[src/rtl/chunked_addsub.sv]
// chunked_addsub: multi-cycle N-bit adder/subtractor that processes K bits per clock,
// LSB chunk first, carrying between chunks through a register. Valid/ready on both sides.
// Optional macro CHUNKED_ADDSUB_FLAGS_EN enables the registered ovf and zero flags;
// without it both outputs are tied to 0 and their logic is not generated.
module chunked_addsub #(
  parameter int unsigned N = 32,
  parameter int unsigned K = 8
) (
  input  logic         clk,
  input  logic         rst_n,
  input  logic         in_valid,
  output logic         in_ready,
  input  logic [N-1:0] in_a,
  input  logic [N-1:0] in_b,
  input  logic         in_sub,
  output logic         out_valid,
  input  logic         out_ready,
  output logic [N-1:0] sum,
  output logic         cout,
  output logic         ovf,
  output logic         zero
);

  localparam int unsigned CHUNKS = N / K;
  localparam int unsigned CW     = (CHUNKS > 1) ? $clog2(CHUNKS) : 1;
  localparam logic [CW-1:0] LastChunk = CW'(CHUNKS - 1);

  if ((N % K) != 0) begin : g_bad_width
    $error("chunked_addsub: N (%0d) must be an exact multiple of K (%0d)", N, K);
  end

  typedef enum logic [1:0] {StIdle, StRun, StDone} state_e;

  state_e        state_q, state_d;
  logic [CW-1:0] cnt_q, cnt_d;
  logic          carry_q, carry_d;
  logic [N-1:0]  a_q, a_d;
  logic [N-1:0]  b_q, b_d;
  logic [N-1:0]  res_q, res_d;
  logic [N-1:0]  sum_q, sum_d;
  logic          cout_q, cout_d;

  int unsigned   base;
  logic [K-1:0]  a_chunk, b_chunk, r;
  logic          c;
  logic          last;
  logic [N-1:0]  res_full;

  // Current chunk add and the working result with that chunk merged in
  always_comb begin
    base     = int'(cnt_q) * K;
    a_chunk  = a_q[base +: K];
    b_chunk  = b_q[base +: K];
    {c, r}   = {1'b0, a_chunk} + {1'b0, b_chunk} + {{K{1'b0}}, carry_q};
    last     = (cnt_q == LastChunk);
    res_full = res_q;
    res_full[base +: K] = r;
  end

  // Handshake flags decoded straight from state
  always_comb begin
    in_ready  = (state_q == StIdle);
    out_valid = (state_q == StDone);
  end

  // Next-state: accept in IDLE, one chunk per RUN cycle, wait for consumer in DONE
  always_comb begin
    state_d = state_q;
    cnt_d   = cnt_q;
    carry_d = carry_q;
    a_d     = a_q;
    b_d     = b_q;
    res_d   = res_q;
    sum_d   = sum_q;
    cout_d  = cout_q;
    case (state_q)
      StIdle: begin
        if (in_valid) begin
          // Subtract as A + ~B + 1: invert B here, inject the +1 as initial carry
          a_d     = in_a;
          b_d     = in_b ^ {N{in_sub}};
          carry_d = in_sub;
          cnt_d   = '0;
          state_d = StRun;
        end
      end
      StRun: begin
        res_d   = res_full;
        carry_d = c;
        cnt_d   = cnt_q + CW'(1);
        if (last) begin
          // Visible outputs only change here, so no partial result ever shows
          sum_d   = res_full;
          cout_d  = c;
          cnt_d   = '0;
          state_d = StDone;
        end
      end
      StDone: begin
        if (out_ready) begin
          state_d = StIdle;
        end
      end
      default: state_d = StIdle;
    endcase
  end

  // State and datapath registers; reset aborts any operation in flight
  always_ff @(posedge clk or negedge rst_n) begin
    if (!rst_n) begin
      state_q <= StIdle;
      cnt_q   <= '0;
      carry_q <= 1'b0;
      a_q     <= '0;
      b_q     <= '0;
      res_q   <= '0;
      sum_q   <= '0;
      cout_q  <= 1'b0;
    end else begin
      state_q <= state_d;
      cnt_q   <= cnt_d;
      carry_q <= carry_d;
      a_q     <= a_d;
      b_q     <= b_d;
      res_q   <= res_d;
      sum_q   <= sum_d;
      cout_q  <= cout_d;
    end
  end

  assign sum  = sum_q;
  assign cout = cout_q;

`ifdef CHUNKED_ADDSUB_FLAGS_EN
  logic ovf_q, ovf_d;
  logic zero_q, zero_d;
  logic c_top;

  // Carry into bit N-1 recovered from the top sum bit of the final chunk
  assign c_top = r[K-1] ^ a_chunk[K-1] ^ b_chunk[K-1];

  // Flags update together with sum on DONE entry
  always_comb begin
    ovf_d  = ovf_q;
    zero_d = zero_q;
    if ((state_q == StRun) && last) begin
      ovf_d  = c_top ^ c;
      zero_d = (res_full == '0);
    end
  end

  // Flag registers
  always_ff @(posedge clk or negedge rst_n) begin
    if (!rst_n) begin
      ovf_q  <= 1'b0;
      zero_q <= 1'b0;
    end else begin
      ovf_q  <= ovf_d;
      zero_q <= zero_d;
    end
  end

  assign ovf  = ovf_q;
  assign zero = zero_q;
`else
  assign ovf  = 1'b0;
  assign zero = 1'b0;
`endif

endmodule

[config.mk]
export PLATFORM = sky130hd
export DESIGN_NAME = chunked_addsub
export DESIGN_NICKNAME = d
export VERILOG_FILES = /design/src/rtl/chunked_addsub.sv
export SDC_FILE = /design/constraint.sdc
export NUM_CORES = 1
export LEC_CHECK = 0
export ABC_AREA = 1
export CORE_ASPECT_RATIO = 0.6
export CORE_MARGIN = 2
export CORE_UTILIZATION = 50
export DETAILED_ROUTE_END_ITERATION = 10
export GPL_ROUTABILITY_DRIVEN = 0
export PLACE_DENSITY = 0.71
export SKIP_LAST_GASP = 1
export SLEW_MARGIN = 20
export SYNTH_ARGS = -nofsm -noshare
export SYNTH_HDL_FRONTEND = slang
export SYNTH_SLANG_ARGS = --single-unit
export TNS_END_PERCENT = 1
[constraint.sdc]
create_clock -name clk -period 8.5 [get_ports clk]
set_clock_uncertainty 0.15 [all_clocks]
set_input_delay 1.7 -clock clk [delete_from_list [all_inputs] [get_ports clk]]
set_output_delay 1.7 -clock clk [all_outputs]
set_load 0.1 [all_outputs]
---- Word level (Yosys, flattened, before mapping) ----
Cells that the tools add are included.
W data, S select, Z words.
word-level totals
  register bits after elaboration ......... 134
  output and inout bits ................... 37
  word-level logic and storage cells ...... 39
  input bits .............................. 69
cells by class
  bitwise operators ....................... 1
  reductions and logical operators ........ 6
  eq/ne operators ......................... 6
  muxes and demuxes ....................... 10
  shifts and indexed selects .............. 4
  add/subtract/negate cells ............... 4
operator list
  cell                       number
  $shiftx A32 B6 Y8          2
  $neg A5 Y34                1
  $shift A8 B34 Y32 const A  1
  $shiftx A8 B34 Y32         1
  $bwmux W32                 1
  $xor A32 B32 Y32           1
  $mux W2                    5
  $add A8 B8 Y9              1
  $add A9 B1 Y9              1
  $pmux W2 S3                1
  $reduce_and A2 Y1          3
  $eq A2 B2 Y1 const B       2
  $ne A2 B2 Y1 const B       2
  $pmux W2 S2                1
  $reduce_and A3 Y1          1
  $add A2 B1 Y2 const B      1
  $eq A2 B1 Y1 const B       1
  $logic_not A2 Y1           1
  $ne A2 B1 Y1 const B       1
  $pmux W1 S2                1
  $reduce_bool A2 Y1         1
  $mux W1                    1

---- Depth between registers and ports, before layout ----
Gate-level depths: netlist of the first run.
  depth in word-level cells ............... 5
  mapped depth ............................ 18
  mapped depth without buffers ............ 16

---- Worst setup path before layout of the first run ----
Ideal clock, no wire load.
  path kind ............................... register -> output
  start point ............................. register state_q[0]
  end point ............................... output in_ready
  cell stages (with the launch flop) ...... 2
  setup slack ............................. 4964 ps
  data arrival time ....................... 1686 ps
  cells stage by stage .................... dfrtp_1 -> nor2_1
between the ends
  cells in the longest elaborated chain, start to end .. 1
RTL lines
  item                      RTL line  text
  start: declaration        34        state_e state_q, state_d;
  start signal: assignment  111       state_q <= StIdle;
  start signal: assignment  120       state_q <= state_d;
  $logic_not A2 Y1          62        in_ready = (state_q == StIdle);
  end: declaration          12        output logic in_ready,
Every way passes these cells.

---- Worst setup path in the final report of the first run ----
  start point ............................. input in_valid
  end point ............................... register cnt_q[1]
between the ends
  cells in the longest elaborated chain, start to end .. 2
RTL lines
  item                                RTL line  text
  start: declaration                  11        input logic in_valid,
  $ne A2 B2 Y1 (no source line)       -
  $reduce_and A2 Y1 (no source line)  -
  end signal: assignment              121       cnt_q <= cnt_d;
  end: declaration                    35        logic [CW-1:0] cnt_q, cnt_d;
Every way passes these cells.
A chain may end at the register's enable or synchronous reset.

==> results of run 1 <==
-- cell type report --
type | count | area, um^2 | area share
repair buffers | 107 | 1050 | 0.128
flip-flops and latches | 134 | 3350 | 0.409
clock inverters | 9 | 101 | 0.0123
well taps | 170 | 213 | 0.0259
inverters | 48 | 180 | 0.0220
clock buffers | 22 | 474 | 0.0578
multi-input cells | 593 | 2830 | 0.345
-- path summary, 6_finish.rpt --
path / from / end / slack, ns / cells past startpoint
worst max-delay path: in_valid / cnt_q[1] / 4.10 / 7
min in group asynchronous: rst_n / b_q[13] / 1.17 / 1
max in group asynchronous: rst_n / res_q[27] / 5.56 / 2
worst min-delay path: sum[10] / sum[10] / 0.33 / 2
worst min register to register: sum[10] / sum[10] / 0.33 / 2
worst max register to register: cnt_q[1] / sum[22] / 4.67 / 14
-- cells in the mapped netlist (3+ instances only) --
library cell and n:
nor2_1 44, a21oi_1 3, dfrtp_1 134, ha_1 13, xnor2_1 33, clkbuf_1 16
inv_2 6, buf_2 24, nand3_1 15, a31oi_1 3, o22ai_1 25, nand4_1 5
nand2_1 344, o21ai_0 91, inv_1 41
-- metal layers --
metal  vias to the layer above  GRT usage
met3                        18     0.0781
met1                      2643      0.407
met2                       249      0.335
met4                         0     0.0623
met5                         -          0
li1                       2748          -
-- logic make-up (layout without fill, tap and decap cells) --
group | count (synthesis) | in the layout | share of synthesized area
other | 1 | 2 | 0.000571
AOI/OAI and AO/OA | 129 | 129 | 0.106
adders and majority gates | 15 | 15 | 0.0309
DFF | 134 | 134 | 0.511
xor gates and xnor gates | 35 | 35 | 0.0478
and+or+nand+nor | 412 | 412 | 0.245
buffers and inverters | 92 | 186 | 0.0595
-- worst min-delay path, delay by kind of cell (launching register included) --
family	cells	cell delay (ns)
DFF	1	0.34
and+or+nand+nor	2	0.11
-- flip-flops by register name, summed over array words and instances, names as in the netlist --
| register | count |
|---|---|
| res_q | 32 |
| cout | 1 |
| b_q | 32 |
| state_q | 2 |
| carry_q | 1 |
| cnt_q | 2 |
| a_q | 32 |
| sum | 32 |
-- per-stage QoR --
stage               instance area, um^2  utilization  hold WS (ns)
floorplan                          6570            -         0.294
global placement                   7630        0.596         0.307
detailed placement                 7630        0.596         0.312
CTS                                8210        0.641         0.327
global route                       8210        0.641         0.344
finish                             8210        0.641         0.326
==> run_results.csv, run 1 <==
group,metric,value,unit
clock_tree,clock_latency,0.42,ns
route,drt_iter0_drc,625,
sta,finalSetupTns,0,ns
die,die_h,92.8,um
die,start_util,0.513,
setup_path,startpoint_type,"primary input",
sta,finalHoldViolCount,0,
synthesis,synth_area_leader_cell,"dfrtp_1",
clock_tree,clk_path_buf_depth,2,
route,vias,5658,
clock_tree,cts_resized,0,
setup_path,worst-path-max-fanout,98,
clock_tree,root_buffer,"clkbuf_16",
clock_tree,cts_buffers,17,
layout,final_common_cell,"nand2_1",
die,rows,32,
global_route,grt_overflow,0,
die,die_x,152,um
sta,period_needed,4.40,ns
synthesis,ys_warn_count,0,
setup_path,slowest_delay,1.06,ns
global_route,grt_max_degree,99,
layout,fillers,1090,
global_route,grt_pass1_wl,28.2,mm
sta,setup_violations,0,
sta,maxSlewHeadroom,0.319,
synthesis,syn-instance-count,818,
sta,max_freq,0.227,GHz
route,wirelength,17.1,mm
route,highest_layer,"met4",
synthesis,synthArstFlopShare,1.00,
status,status,"completed",
route,drt-met1-wl,8.78,mm
route,drc,0,
layout,area_growth,25.0,%
route,viasPerCell,5.22,
setup_path,crit_type,"in -> reg",
layout,final_cell_mix,"nand2_1, dfrtp_1, clkdlybuf4s50_1, o21ai_0, nor2_1",
die,core_area,12800,um^2
clock_tree,hold_buffers,0,
setup_path,worstPathCellList,"clkdlybuf4s50_1 -> nand2_2 -> buf_4 -> clkinv_1 -> nor2_1 -> nand2_1 -> o21ai_0",
setup_path,path_delay_family,"buffers and inverters",
route,wl_met2,6.65,mm
route,wire_per_inst,15.8,um
job,maxCapViolCount,0,
synthesis,synth-main-ff-cell,"dfrtp_1",
setup_path,crit_buf_inv,3,
sta,period_share,0.518,
route,antenna_left,0,
die,die_area,14100,um^2
placed_design,dpl.cell_count,1052,
placed_design,dp_slack,3.78,ns
setup_path,slowest_stage,"clkinv_1",
clock_tree,ctsHtreeMaxLevel,4,
global_route,antenna_found_initial,0,
route,wl_met3,1.51,mm
hold_path,hp-class,"reg -> reg",
layout,fin_nets,985,
setup_path,arrival,4.59,ns
synthesis,seq_area_frac_synth,0.511,
clock_tree,cts_setup_buffers,0,
synthesis,synth_top_cell_area_share,0.511,
route,dr.pass1.iters,5,
global_route,grt_pass1_vias,5447,
sta,maxSlewViolCount,0,
placed_design,hpwl,11.9,mm
synthesis,synthDistinctLibCells,32,
layout,diodes,0,
die,pin_count,106,
sta,grt_setup_unrepaired,"no",
clock_tree,cts_tree,"yes",
synthesis,syn_avg_cell_area,8.03,um^2
setup_path,endpoint_kind,"flop",
synthesis,synth_seq_cells,134,
synthesis,synth-edff-count,0,
global_route,grt_use_total,0.257,
clock_tree,path_clk_slew,0.05,ns
synthesis,synth_area_leaders,"dfrtp_1, nand2_1, o21ai_0, xnor2_1, nor2_1",
sta,worst_slack,4.10,ns
setup_path,critical_path_required,8.69,ns
layout,stdcell_count,1083,
layout,drive_gt1_frac,0.0526,
sta,tightest_slew,1.02,ns
synthesis,syn_area,6570,um^2
placed_design,port_buffers,103,
clock_tree,clock_sinks,134,
Power of run 1 is not shown: default switching activity piles up to over one toggle a cycle in this logic, so the estimate is an artifact.
==> run 2, diff against run 1 <==
==> constraint.sdc (replaced) <==
create_clock -name clk -period 4.4 [get_ports clk]
set_clock_uncertainty 0.15 [all_clocks]
set_input_delay 0.88 -clock clk [delete_from_list [all_inputs] [get_ports clk]]
set_output_delay 0.88 -clock clk [all_outputs]
set_load 0.1 [all_outputs]
==> run_results.csv, run 2 (synthesized netlist as in run 1, its figures left out) <==
group,metric,value,unit
global_route,grt_use_met2,0.351,
setup_path,worst-path-max-fanout,21,
layout,diodes,0,
clock_tree,cts_resized,0,
die,pin_count,106,
placed_design,port_buffers,103,
layout,fin_nets,987,
hold_path,hp-class,"reg -> reg",
layout,multi_input_area,2830,um^2
global_route,use_met3,0.101,
route,dr.pass1.iters,5,
layout,area_growth,25.8,%
placed_design,dpl_cell_area,7660,um^2
layout,regArea,3350,um^2
clock_tree,ctsHtreeMaxLevel,4,
route,vias,5798,
setup_path,startpoint_type,"flop",
clock_tree,cts_tree,"yes",
global_route,grt_pass1_wl,29.6,mm
setup_path,crit_buf_inv,1,
global_route,grt_max_degree,98,
status,status,"completed",
sta,finalHoldViolCount,0,
setup_path,critical_path_required,4.60,ns
route,wire_per_inst,16.2,um
route,wirelength,17.6,mm
clock_tree,cts_buffers,17,
clock_tree,root_buffer,"clkbuf_16",
clock_tree,clock_sinks,134,
setup_path,ff2ff_setup_slack,0.86,ns
sta,finalSetupTns,0,ns
setup_path,worstPathCellList,"inv_1 -> o21ai_0 -> o22ai_1 -> fa_1 -> fa_1 -> nand2_1 -> nand2_1 -> nand3_1 -> nand2_1 -> nand2_1 -> nand3_1 -> o21ai_0 -> nand2_1 -> nand2_1",
sta,period_share,0.804,
clock_tree,clk_path_buf_depth,2,
sta,tightest_slew,0.991,ns
global_route,grt_busiest_layer,"met1",
hold_path,hp-start,"sum[13]",
setup_path,slowest_delay,0.74,ns
setup_path,path_delay_family,"adder cells",
die,die_h,92.8,um
die,die_x,152,um
global_route,grt_use_total,0.269,
route,viasPerCell,5.34,
sta,worst_slack,0.861,ns
placed_design,hpwl,12.3,mm
setup_path,slowest_stage,"dfrtp_1",
global_route,antenna_found_initial,0,
die,start_util,0.513,
sta,period_needed,3.54,ns
route,drt_iter0_drc,549,
layout,fin_area,8260,um^2
clock_tree,path_clk_slew,0.06,ns
clock_tree,clock_latency,0.42,ns
global_route,grt_overflow,0,
sta,setup_violations,0,
layout,drive_gt1_frac,0.0568,
layout,final_common_cell,"nand2_1",
route,drc,0,
sta,maxSlewHeadroom,0.337,
die,die_area,14100,um^2
sta,holdWs,0.324,ns
clock_tree,cts_setup_buffers,0,
setup_path,crit_path_start,"cnt_q[1]",
die,core_area,12800,um^2
die,rows,32,
layout,final_cell_mix,"nand2_1, dfrtp_1, clkdlybuf4s50_1, o21ai_0, nor2_1",
global_route,grt_pass1_vias,5679,
job,maxCapViolCount,0,
global_route,met1_usage,0.419,
layout,fillers,1058,
setup_path,arrival,3.74,ns
route,antenna_left,0,
setup_path,cp_common_cell,"nand2_1",
setup_path,endpoint_kind,"flop",
placed_design,dp_slack,0.954,ns
setup_path,crit_type,"reg -> reg",
setup_path,r2r-start,"cnt_q[1]",
clock_tree,hold_buffers,0,
sta,max_freq,0.283,GHz
sta,grt_setup_unrepaired,"no",
sta,maxSlewViolCount,0,
## run 2: per-layer routing
layer	vias to the layer above	routed length, um
li1	2759	-
met1	2724	8510
met2	294	6790
met3	21	2120
met4	0	141
met5	-	0
## run 2: area by class of cell
class | instances | area share
flip-flops and latches | 134 | 0.406
multi-input cells | 593 | 0.343
repair buffers | 109 | 0.131
clock buffers | 18 | 0.0519
well taps | 170 | 0.0257
inverters | 48 | 0.0218
clock inverters | 14 | 0.0212
## run 2: final timing paths
check,endpoint,cells past startpoint
max,sum[22],14
min reg2reg,sum[13],2
max in group asynchronous,cout,2
min,sum[13],2
max reg2reg,sum[22],14
min in group asynchronous,b_q[10],1
## run 2: through the flow
| stage | cells | utilization |
|---|---|---|
| final | 1086 | 0.645 |
| after global placement | 1054 | 0.598 |
| after detailed placement | 1054 | 0.598 |
| after global routing | 1086 | 0.645 |
| after floorplan | 819 | - |
| after CTS | 1086 | 0.645 |
## run 2: worst register-to-register path: stages, from the launching register on
cell and delay (ns):
dfrtp_1 0.74, inv_1 0.42, o21ai_0 0.18, o22ai_1 0.12, fa_1 0.44, fa_1 0.41, nand2_1 0.09, nand2_1 0.07
nand3_1 0.09, nand2_1 0.08, nand2_1 0.09, nand3_1 0.13, o21ai_0 0.29, nand2_1 0.09, nand2_1 0.08
Power of run 2 is left out for the same reason.
